### config.mk
export PLATFORM = sky130hd
export DESIGN_NAME = rx_shift_register
export DESIGN_NICKNAME = d
export VERILOG_FILES = /design/src/rtl/rx_shift_register.sv
export SDC_FILE = /design/constraint.sdc
export NUM_CORES = 1
export LEC_CHECK = 0
export BUFFER_PORTS_ARGS = -buffer_cell sky130_fd_sc_hd__buf_2
export CAP_MARGIN = 10
export CELL_PAD_IN_SITES_DETAIL_PLACEMENT = 1
export CELL_PAD_IN_SITES_GLOBAL_PLACEMENT = 1
export CORE_MARGIN = 4
export CORE_UTILIZATION = 40
export DETAILED_ROUTE_END_ITERATION = 8
export PLACE_DENSITY = 0.78
export SLEW_MARGIN = 10
export SYNTH_ARGS = -nofsm -noshare
export SYNTH_HDL_FRONTEND = slang
export SYNTH_SLANG_ARGS = --single-unit
### constraint.sdc
create_clock -name clk -period 1.8 [get_ports clk]
set_input_delay 0.54 -clock clk [delete_from_list [all_inputs] [get_ports clk]]
set_output_delay 0.54 -clock clk [all_outputs]
set_load 0.005 [all_outputs]
### src/rtl/rx_shift_register.sv
// UART receive front end: synchronises the serial line, validates the start bit,
// samples each bit at mid-bit LSB-first and strobes out the received word.
module rx_shift_register #(
    parameter int DATA_BITS  = 8,
    parameter int OVERSAMPLE = 16
) (
    input  logic                 clk,
    input  logic                 reset,
    input  logic                 baud_tick,
    input  logic                 rx_in,
    output logic [DATA_BITS-1:0] rx_data,
    output logic                 rx_valid,
    output logic                 rx_frame_err,
    output logic                 rx_busy
);

    localparam int CNT_W = $clog2(OVERSAMPLE);
    localparam int IDX_W = $clog2(DATA_BITS);

    localparam logic [CNT_W-1:0] HALF_LAST = CNT_W'(OVERSAMPLE / 2 - 1);
    localparam logic [CNT_W-1:0] FULL_LAST = CNT_W'(OVERSAMPLE - 1);
    localparam logic [IDX_W-1:0] LAST_IDX  = IDX_W'(DATA_BITS - 1);

    typedef enum logic [2:0] {
        IDLE,
        START,
        DATA,
        STOP,
        WAIT_IDLE
    } state_t;

    state_t               state;
    state_t               state_next;
    logic                 rx_meta;
    logic                 rx_s;
    logic [CNT_W-1:0]     cnt;
    logic [IDX_W-1:0]     bit_idx;
    logic [DATA_BITS-1:0] shreg;

    logic half_hit;
    logic full_hit;
    logic cnt_inc;
    logic cnt_clr;
    logic start_ok;
    logic shift_en;
    logic stop_sample;

    // NOTE: synchroniser flops reset to 1 so a reset never looks like a start edge.
    always_ff @(posedge clk or negedge reset) begin
        if (!reset) begin
            rx_meta <= 1'b1;
            rx_s    <= 1'b1;
        end else begin
            // NOTE: non-blocking assignments keep the two stages a real two-flop pipeline.
            rx_meta <= rx_in;
            rx_s    <= rx_meta;
        end
    end

    assign half_hit = baud_tick && (cnt == HALF_LAST);
    assign full_hit = baud_tick && (cnt == FULL_LAST);

    // State register
    always_ff @(posedge clk or negedge reset) begin
        if (!reset) begin
            state <= IDLE;
        end else begin
            state <= state_next;
        end
    end

    // Next-state logic
    always_comb begin
        // NOTE: default first so every path assigns state_next and no latch is inferred.
        state_next = state;
        case (state)
            IDLE:      if (baud_tick && !rx_s)       state_next = START;
            START:     if (half_hit)                 state_next = rx_s ? IDLE : DATA;
            DATA:      if (full_hit && bit_idx == LAST_IDX) state_next = STOP;
            STOP:      if (full_hit)                 state_next = rx_s ? IDLE : WAIT_IDLE;
            WAIT_IDLE: if (baud_tick && rx_s)        state_next = IDLE;
            default:                                 state_next = IDLE;
        endcase
    end

    // Output / control decode
    always_comb begin
        rx_busy     = (state != IDLE);
        start_ok    = 1'b0;
        shift_en    = 1'b0;
        stop_sample = 1'b0;
        cnt_inc     = 1'b0;
        cnt_clr     = 1'b0;
        case (state)
            START: begin
                start_ok = half_hit && !rx_s;
                cnt_inc  = baud_tick && !half_hit;
                cnt_clr  = half_hit;
            end
            DATA: begin
                shift_en = full_hit;
                cnt_inc  = baud_tick && !full_hit;
                cnt_clr  = full_hit;
            end
            STOP: begin
                stop_sample = full_hit;
                cnt_inc     = baud_tick && !full_hit;
                cnt_clr     = full_hit;
            end
            default: begin
                cnt_clr = baud_tick;
            end
        endcase
    end

    // Oversample counter and bit index only move on baud ticks
    always_ff @(posedge clk or negedge reset) begin
        if (!reset) begin
            cnt     <= '0;
            bit_idx <= '0;
        end else begin
            if (cnt_clr) begin
                cnt <= '0;
            end else if (cnt_inc) begin
                cnt <= cnt + 1'b1;
            end

            if (start_ok) begin
                bit_idx <= '0;
            end else if (shift_en) begin
                bit_idx <= bit_idx + 1'b1;
            end
        end
    end

    // LSB-first: each new bit enters at the top and walks down to bit 0
    always_ff @(posedge clk or negedge reset) begin
        if (!reset) begin
            shreg <= '0;
        end else if (shift_en) begin
            shreg <= {rx_s, shreg[DATA_BITS-1:1]};
        end
    end

    always_ff @(posedge clk or negedge reset) begin
        if (!reset) begin
            rx_data      <= '0;
            rx_valid     <= 1'b0;
            rx_frame_err <= 1'b0;
        end else begin
            rx_valid     <= stop_sample;
            rx_frame_err <= stop_sample && !rx_s;
            if (stop_sample) begin
                rx_data <= shreg;
            end
        end
    end

endmodule

=== After elaboration in Yosys (flattened, before gate mapping) ===
Index checks and enable logic that the tools add are counted.

* Register bits: 30
* Output and inout port bits: 11
* Input bits: 4

* Mux-type cells: 17
* Reduce and logical (&&, ||, !) cells: 18
* Add/subtract/negate cells: 2
* Equality and inequality tests: 12

{| class="wikitable"
|+ Operators by type and width
! operator !! count
|-
| $mux W3 || 8
|-
| $pmux W3 S5 || 1
|-
| $ne A2 B2 Y1 const B || 5
|-
| $logic_and A1 B1 Y1 || 9
|-
| $mux W4 || 2
|-
| $eq A3 B2 Y1 const B || 2
|-
| $eq A3 B3 Y1 const B || 2
|-
| $reduce_and A5 Y1 || 1
|-
| $add A4 B1 Y4 const B || 1
|-
| $eq A4 B3 Y1 const B || 1
|-
| $eq A4 B4 Y1 const B || 1
|-
| $pmux W1 S2 || 2
|-
| $reduce_bool A2 Y1 || 2
|-
| $add A3 B1 Y3 const B || 1
|-
| $eq A3 B1 Y1 const B || 1
|-
| $logic_not A1 Y1 || 3
|-
| $logic_not A3 Y1 || 1
|-
| $mux W1 || 3
|-
| $reduce_bool A3 Y1 || 1
|-
| $mux W2 || 1
|-
| $reduce_or A2 Y1 || 1
|}

=== Logic depth before layout (Yosys ltp) ===
Gate-level depths: netlist of run 1.

* Depth in word-level cells: 7
* Depth in mapped cells: 7
* Gate-level depth less buffers: 5

=== Least setup slack after synthesis of run 1 ===
No wires, ideal clock.

* Path type: reg-to-reg
* Start point: register cnt[0]
* End point: register shreg[1]
* Arrival time: 1.494 ns
* Stages on the path, launching flop included: 7
* Library setup time: 0.125 ns
* Slack: 0.181 ns
* Clock period less this slack: 1.619 ns
* Path through: dfrtp_1 ha_1 and3_1 buf_6 nand4b_4 buf_6 mux2_4

* Longest elaborated chain between the ends: 3

{| class="wikitable"
|+ Ends and longest elaborated chain
! element !! line !! source
|-
| from (decl) || 36 || <nowiki>logic [CNT_W-1:0] cnt;</nowiki>
|-
| from (signal assigned) || 125 || <nowiki>cnt <= cnt + 1'b1;</nowiki>
|-
| $eq A4 B4 Y1 || 61 || <nowiki>assign full_hit = baud_tick && (cnt == FULL_LAST);</nowiki>
|-
| $logic_and A1 B1 Y1 || 61 ||
|-
| $mux W1 || 94 || <nowiki>case (state)</nowiki>
|-
| to (signal assigned) || 141 || <nowiki>shreg <= {rx_s, shreg[DATA_BITS-1:1]};</nowiki>
|-
| to (decl) || 38 || <nowiki>logic [DATA_BITS-1:0] shreg;</nowiki>
|}

No other way between the ends.
A chain may end at the register's enable or synchronous reset.

=== Worst setup path in the final report of run 1 ===
* Start point: register state[0]
* End point: output port rx_busy

* Longest elaborated chain between the ends: 1

{| class="wikitable"
|+ Ends and longest elaborated chain
! element !! line !! source
|-
| from (decl) || 32 || <nowiki>state_t state;</nowiki>
|-
| from (signal assigned) || 68 || <nowiki>state <= state_next;</nowiki>
|-
| $reduce_bool A3 Y1 || 88 || <nowiki>rx_busy = (state != IDLE);</nowiki>
|-
| to (decl) || 14 || <nowiki>output logic rx_busy</nowiki>
|}

No other way between the ends.

==> flow_metrics.py, run 1 <==
metrics = {
    "outcome": {
        "run_status": "finished clean",
    },
    "timing": {
        "fin_crit_ns": 1.76,
        "maximum_clock_rate_mhz": 567,
        "grt_setup_unrepaired": "true",
        "finalSetupViolCount": 0,
        "slew_violations": 0,
        "finalWorstSetupSlack_ns": 0.0352,
        "worst-slew-pin-transition_ns": 0.643,
        "final.setup.tns_ns": 0,
        "clock_skew_ns": 0.0106,
        "min_period_over_period_pct": 98.0,
        "maxSlewHeadroom_pct": 57.1,
        "hold_viol_final": 0,
    },
    "clocking": {
        "cts_num_sinks": 30,
        "cts_tree": "built",
        "clk_pin_slew_worst_paths_ns": 0.10,
        "cts-buffers-inserted": 5,
        "cts_max_path_buffers": 2,
        "clkLatencyLatePin_ns": 0.33,
        "cts.root.buffer_cell": "clkbuf_4",
        "ctsHtreeMaxLevel": 2,
        "ctsHoldBuffers": 0,
    },
    "pwr": {
        "total_leakage_power_nw": 0.857,
        "power.density_cell_area_nw_per_um2": 1030,
        "report.power.total_mw": 1.60,
        "vdd_drop_max_mv": 0.449,
    },
    "floorplan": {
        "die-height_um": 66.5,
        "die_w_um": 66.5,
        "initial_utilization_pct": 43.4,
        "core_area_sq_um": 3150,
        "core.rowCount": 20,
        "io_pins": 15,
        "die_area_sq_um": 4420,
    },
    "route": {
        "drt_iter0_markers": 14,
        "via_per_inst": 5.34,
        "drt_drc_violations_left": 0,
        "ant_nets": 0,
        "dr_total_vias": 897,
        "detailedRoute.firstPassIterationCount": 4,
        "avgRoutedWirePerCell_um": 14.9,
        "totalWireLength_um": 2500,
    },
    "finish": {
        "number_of_antenna_cells_inserted": 0,
        "synthToLayoutAreaGrowth_pct": 14.2,
        "layout_commonest_cell": "dfrtp_1",
        "nets": 131,
        "layout.filler_cells": 359,
        "most-common-layout-cells": "27 x dfrtp_1, 14 x buf_2, 11 x mux2_2",
        "ff_latch_area_sq_um": 754,
        "multi_input_comb_area_sq_um": 548,
        "post_route_cells_drive_above_1_share_pct": 44.4,
    },
    "synthesis": {
        "synthesis.instances": 102,
        "synthTopCellsByArea": "dfrtp_1 51%, mux2_2 9.0%, mux2_4 5.5%",
        "postSynth.asyncResetShare_pct": 100,
        "synth_area_sq_um": 1370,
        "synth_top_area_share_pct": 51.2,
        "syn_avg_cell_area_sq_um": 13.4,
        "synth_largest_area_cell": "dfrtp_1",
        "synth.ff_latch_count": 30,
        "synth_enable_flop_cells": 0,
        "synth_sequential_area_ratio_pct": 55.0,
        "yosys_warnings": 0,
        "syn-num-nets": 109,
        "synth_flop_cell": "dfrtp_1",
        "ys_types": 38,
    },
    "placed_design": {
        "routabilityCongestion": 0.739,
        "hpwlAfterDp_um": 1730,
        "buffer_ports.inserted": 14,
        "placement.setup.worst_slack_ns": 0.0344,
    },
    "global_routing": {
        "grt_antenna_before_repair": 0,
        "first_pass_grt_wire_length_um": 4270,
        "grt_overflow_total": 0,
        "grt_max_degree": 31,
        "first_global_vias": 933,
        "track_usage_pct": 13.4,
    },
    "worst_setup_path": {
        "cp-end-kind": "output pin",
        "worst_ep_required_time_ns": 1.26,
        "maximum_fanout_count_along_the_critical_path": 2,
        "cp_data_arrival_time_ns": 1.22,
        "timing_worst_setup_path_type": "reg2out",
        "crit_path_start_kind": "flop",
    },
    "min_path": {
        "worst_hold_path_type": "in2async",
    },
    "job": {
        "max_cap_violations": 0,
    },
}
==> state kept, by name, summed over array words and instances (netlist names) <==
name and cells:
cnt 4, rx_s 1, rx_valid 1, rx_meta 1
state 3, bit_idx 3, shreg 8, rx_frame_err 1
rx_data 8
==> layout make-up <==
class	count	area share, %
Tap cell	44	3.52
Sequential cell	30	48.3
Clock buffer	5	2.40
Timing Repair Buffer	22	9.13
Inverter	4	0.961
Multi-Input combinational cell	61	35.1
Clock inverter	2	0.641
==> worst max-delay path, stage by stage, from the launching register on <==
cell and delay, ns:
dfrtp_1 0.39, or3_1 0.37, buf_2 0.14
==> report_power, final <==
group / total [mW] / internal, mW / leakage, nW / switching [mW]
combinational: 0.440 / 0.207 / 0.429 / 0.233
sequential: 0.801 / 0.744 / 0.397 / 0.0565
clock: 0.364 / 0.140 / 0.0308 / 0.224
==> synthesized netlist by cell type, types with 2 or more instances <==
master / number
o22ai_1: 2
nand2_1: 4
buf_2: 2
buf_6: 3
ha_1: 3
mux2_2: 11
mux2_4: 5
nor2_1: 7
mux2i_1: 3
a21oi_1: 2
dfstp_2: 2
a22oi_1: 2
dfrtp_1: 28
inv_1: 4
==> routing by layer <==
| metal | vias to the layer above | routed length [um] | share of wire [%] | global-route usage [%] |
|---|---|---|---|---|
| met5 | - | 0 | 0 | 0 |
| met2 | 23 | 1270 | 51 | 21.4 |
| met1 | 459 | 1030 | 41 | 15.1 |
| li1 | 410 | - | - | - |
| met4 | 0 | 44 | 1.8 | 6.09 |
| met3 | 5 | 163 | 6.5 | 6.24 |
==> path summary, 6_finish.rpt <==
kind	from	endpoint	slack, ns	depth (start not counted)
max	state[0]$_DFFE_PN0P_	rx_busy	0.04	2
min	reset	rx_valid$_DFF_PN0_	0.22	1
max reg2reg	cnt[0]$_DFFE_PN0P_	state[0]$_DFFE_PN0P_	0.10	6
min reg2reg	rx_meta$_DFF_PN1_	rx_s$_DFF_PN1_	0.36	0
max in group asynchronous	reset	state[1]$_DFFE_PN0P_	1.14	1
min in group clk	rx_in	rx_meta$_DFF_PN1_	0.30	1
==> logic make-up (layout without fill, tap and decap cells) <==
group | count (synthesis) | after routing | synth area share [%]
DFF | 30 | 30 | 55.0
and+or+nand+nor | 25 | 25 | 13.2
muxes | 19 | 19 | 16.7
AOI/OAI and AO/OA | 13 | 13 | 6.76
buffers and inverters | 11 | 33 | 4.93
adders and majority gates | 3 | 3 | 2.74
xor gates and xnor gates | 1 | 1 | 0.640
==> per-stage QoR <==
stage	cells	hold slack [ns]	area (sq um)	util, %
2_1_floorplan	102	0.244	1370	-
3_3_place_gp	158	0.346	1480	46.9
3_5_place_dp	158	0.347	1480	46.9
4_1_cts	166	0.242	1540	48.7
5_1_grt	168	0.267	1560	49.6
6_report	168	0.217	1560	49.6
==> timing repair <==
| item | in CTS | in global routing |
|---|---|---|
| setup endpoints to repair | 1 | 11 |
| setup buffers | 1 | 2 |
| pin swaps | 0 | 2 |
| gates resized for setup | 1 | 0 |
Power figures use the tool's default switching activity.
==> run 2: changes to the inputs <==
- GPL_TIMING_DRIVEN: not set -> 0
==> run 2 against run 1 <==
Worst setup slack worse by 0.012 ns. Largest cell class unchanged. Non-clock buffer count increased by 4. Combinational power rose by 11%. Critical endpoint unchanged. Design area is 3.4% higher. Clock power increased by 14%. Critical path depth stayed put. Clock-buffer cell count is 2 higher. Sequential cell count is the same. Largest power group unchanged. First-iteration DRC count up 64%. Critical path type unchanged. Power increased by 6.3%.
==> flow_metrics.py, run 2 (same netlist as run 1, synthesis figures left out) <==
metrics = {
    "outcome": {
        "run_status": "finished clean",
    },
    "global_routing": {
        "first_global_vias": 931,
        "grt_antenna_before_repair": 0,
        "track_usage_pct": 13.2,
        "first_pass_grt_wire_length_um": 4370,
        "grt_max_degree": 31,
        "grt_overflow_total": 0,
    },
    "placed_design": {
        "hpwlAfterDp_um": 1710,
        "place_area_sq_um": 1490,
        "routabilityCongestion": 0.779,
        "buffer_ports.inserted": 14,
    },
    "floorplan": {
        "core.rowCount": 20,
        "die_area_sq_um": 4420,
        "io_pins": 15,
        "core_area_sq_um": 3150,
        "die_w_um": 66.5,
        "initial_utilization_pct": 43.4,
        "die-height_um": 66.5,
    },
    "worst_setup_path": {
        "maximum_fanout_count_along_the_critical_path": 6,
        "critical_path_buf_inv_count": 1,
        "setup.worst_path.start": "state[2]$_DFFE_PN0P_",
        "cp_data_arrival_time_ns": 1.24,
        "cp_slowest_stage_delay_ns": 0.45,
        "timing_worst_setup_path_type": "reg2out",
        "critical_path.top_delay_family": "flip-flops",
        "timing.critical_path.depth": 2,
        "crit_path_top_delay_cell": "dfrtp_2",
        "r2r_cells": 6,
        "worst-r2r-setup-slack_ns": 0.11,
        "worst_ep_required_time_ns": 1.26,
        "timing.critical_path.to": "rx_busy",
        "crit_path_start_kind": "flop",
        "reg2reg_from": "cnt[0]$_DFFE_PN0P_",
        "cp_cell_sequence": "or3_4 > buf_6",
        "cp-end-kind": "output pin",
        "worstReg2RegEnd": "shreg[3]$_DFFE_PN0P_",
    },
    "finish": {
        "layout.core_utilization_pct": 51.2,
        "synthToLayoutAreaGrowth_pct": 18.0,
        "layout.filler_cells": 364,
        "post_route_cells_drive_above_1_share_pct": 47.3,
        "layout_commonest_cell": "dfrtp_1",
        "number_of_antenna_cells_inserted": 0,
        "largest_registers": "rx_data: 8 flops, shreg: 8 flops, cnt: 4 flops",
        "most-common-layout-cells": "26 x dfrtp_1, 13 x buf_2, 11 x mux2_2",
        "nets": 135,
        "final_cell_area_sq_um": 1620,
    },
    "timing": {
        "finalSetupViolCount": 0,
        "slew_violations": 0,
        "maxSlewHeadroom_pct": 55.1,
        "hold_viol_final": 0,
        "fin_crit_ns": 1.78,
        "maximum_clock_rate_mhz": 563,
        "final.setup.tns_ns": 0,
        "clock_skew_ns": 0.00606,
        "worst-slew-pin-transition_ns": 0.674,
        "min_period_over_period_pct": 98.7,
        "grt_setup_unrepaired": "true",
    },
    "clocking": {
        "cts_num_sinks": 30,
        "clk_pin_slew_worst_paths_ns": 0.09,
        "cts_max_path_buffers": 2,
        "cts.root.buffer_cell": "clkbuf_4",
        "cts-buffers-inserted": 5,
        "ctsHtreeMaxLevel": 2,
        "cts_tree": "built",
        "clkLatencyLatePin_ns": 0.32,
    },
    "pwr": {
        "vdd_drop_max_mv": 0.382,
        "total_leakage_power_nw": 0.878,
        "p_seq_share_pct": 47.2,
        "internal_power_mw": 1.18,
        "switchingPower_uw": 525,
        "p_comb_share_pct": 28.6,
        "netSwitchingFraction_pct": 30.8,
        "clock_power_share_pct": 24.2,
        "power.density_cell_area_nw_per_um2": 1060,
    },
    "route": {
        "dr_total_vias": 886,
        "via_per_inst": 5.12,
        "totalWireLength_um": 2520,
        "ant_nets": 0,
        "avgRoutedWirePerCell_um": 14.6,
        "drt_iter0_markers": 23,
        "drt_drc_violations_left": 0,
        "detailedRoute.firstPassIterationCount": 4,
    },
    "min_path": {
        "worst_hold_path_type": "in2async",
    },
    "job": {
        "max_cap_violations": 0,
    },
}
==> run 2: what timing repair did <==
item                                    CTS  global route
endpoints found under the setup margin    1             7
gates resized for setup                   5             2
pin swaps                                 0             1
hold buffers                              0             0
buffers inserted                          2             6
==> run 2: how the worst min path moves through the flow <==
| stage | start | endpoint | cells past startpoint |
|---|---|---|---|
| after floorplan | reset | bit_idx[0]$_DFFE_PN0P_ | 0 |
| after global placement | rx_meta$_DFF_PN1_ | rx_s$_DFF_PN1_ | 0 |
| after detailed placement | rx_meta$_DFF_PN1_ | rx_s$_DFF_PN1_ | 0 |
| after CTS | reset | cnt[2]$_DFFE_PN0P_ | 1 |
| after global routing | reset | rx_valid$_DFF_PN0_ | 1 |
| final | reset | shreg[0]$_DFFE_PN0P_ | 1 |
==> run 2: layout make-up <==
| class | instances | area (sq um) | area share [%] |
|---|---|---|---|
| inverters | 4 | 15.0 | 0.930 |
| clock buffers | 7 | 55.1 | 3.41 |
| clock inverters | 1 | 5.00 | 0.310 |
| multi-input cells | 61 | 556 | 34.4 |
| well taps | 44 | 55.1 | 3.41 |
| plain buffers | 4 | 37.5 | 2.32 |
| repair buffers | 22 | 136 | 8.44 |
| flip-flops and latches | 30 | 756 | 46.8 |
==> run 2: metrics by stage <==
stage	hold slack, ns	total power, mW	instances	worst slack (ns)
after CTS	0.255	1.70	168	-0.0782
final	0.246	1.71	173	0.0231
after floorplan	0.244	1.13	102	0.181
after global placement	0.346	1.20	160	0.0299
after detailed placement	0.347	1.24	160	-0.0312
after global routing	0.281	1.83	173	-0.0347
==> run 2: layer usage <==
| metal | global-route usage, % | wire length, um |
|---|---|---|
| met5 | 0 | 0 |
| met1 | 16.1 | 1130 |
| met3 | 4.05 | 97 |
| met4 | 4.57 | 22 |
| met2 | 21.9 | 1270 |
==> run 2: worst reg2reg max path: stages (launching register included) <==
cell and delay (ns):
dfrtp_1 0.42, ha_2 0.23, and3_1 0.19, buf_6 0.14, nand4b_4 0.11, buf_6 0.18, mux2_4 0.31
==> run 2: power groups by stage <==
| stage | sequential (mW) | combinational, mW | clock, mW |
|---|---|---|---|
| detailed placement | 0.811 | 0.429 | 0 |
| global placement | 0.804 | 0.400 | 0 |
| global route | 0.817 | 0.544 | 0.473 |
| floorplan | 0.796 | 0.337 | 0 |
| CTS | 0.822 | 0.445 | 0.434 |
| finish | 0.805 | 0.487 | 0.414 |
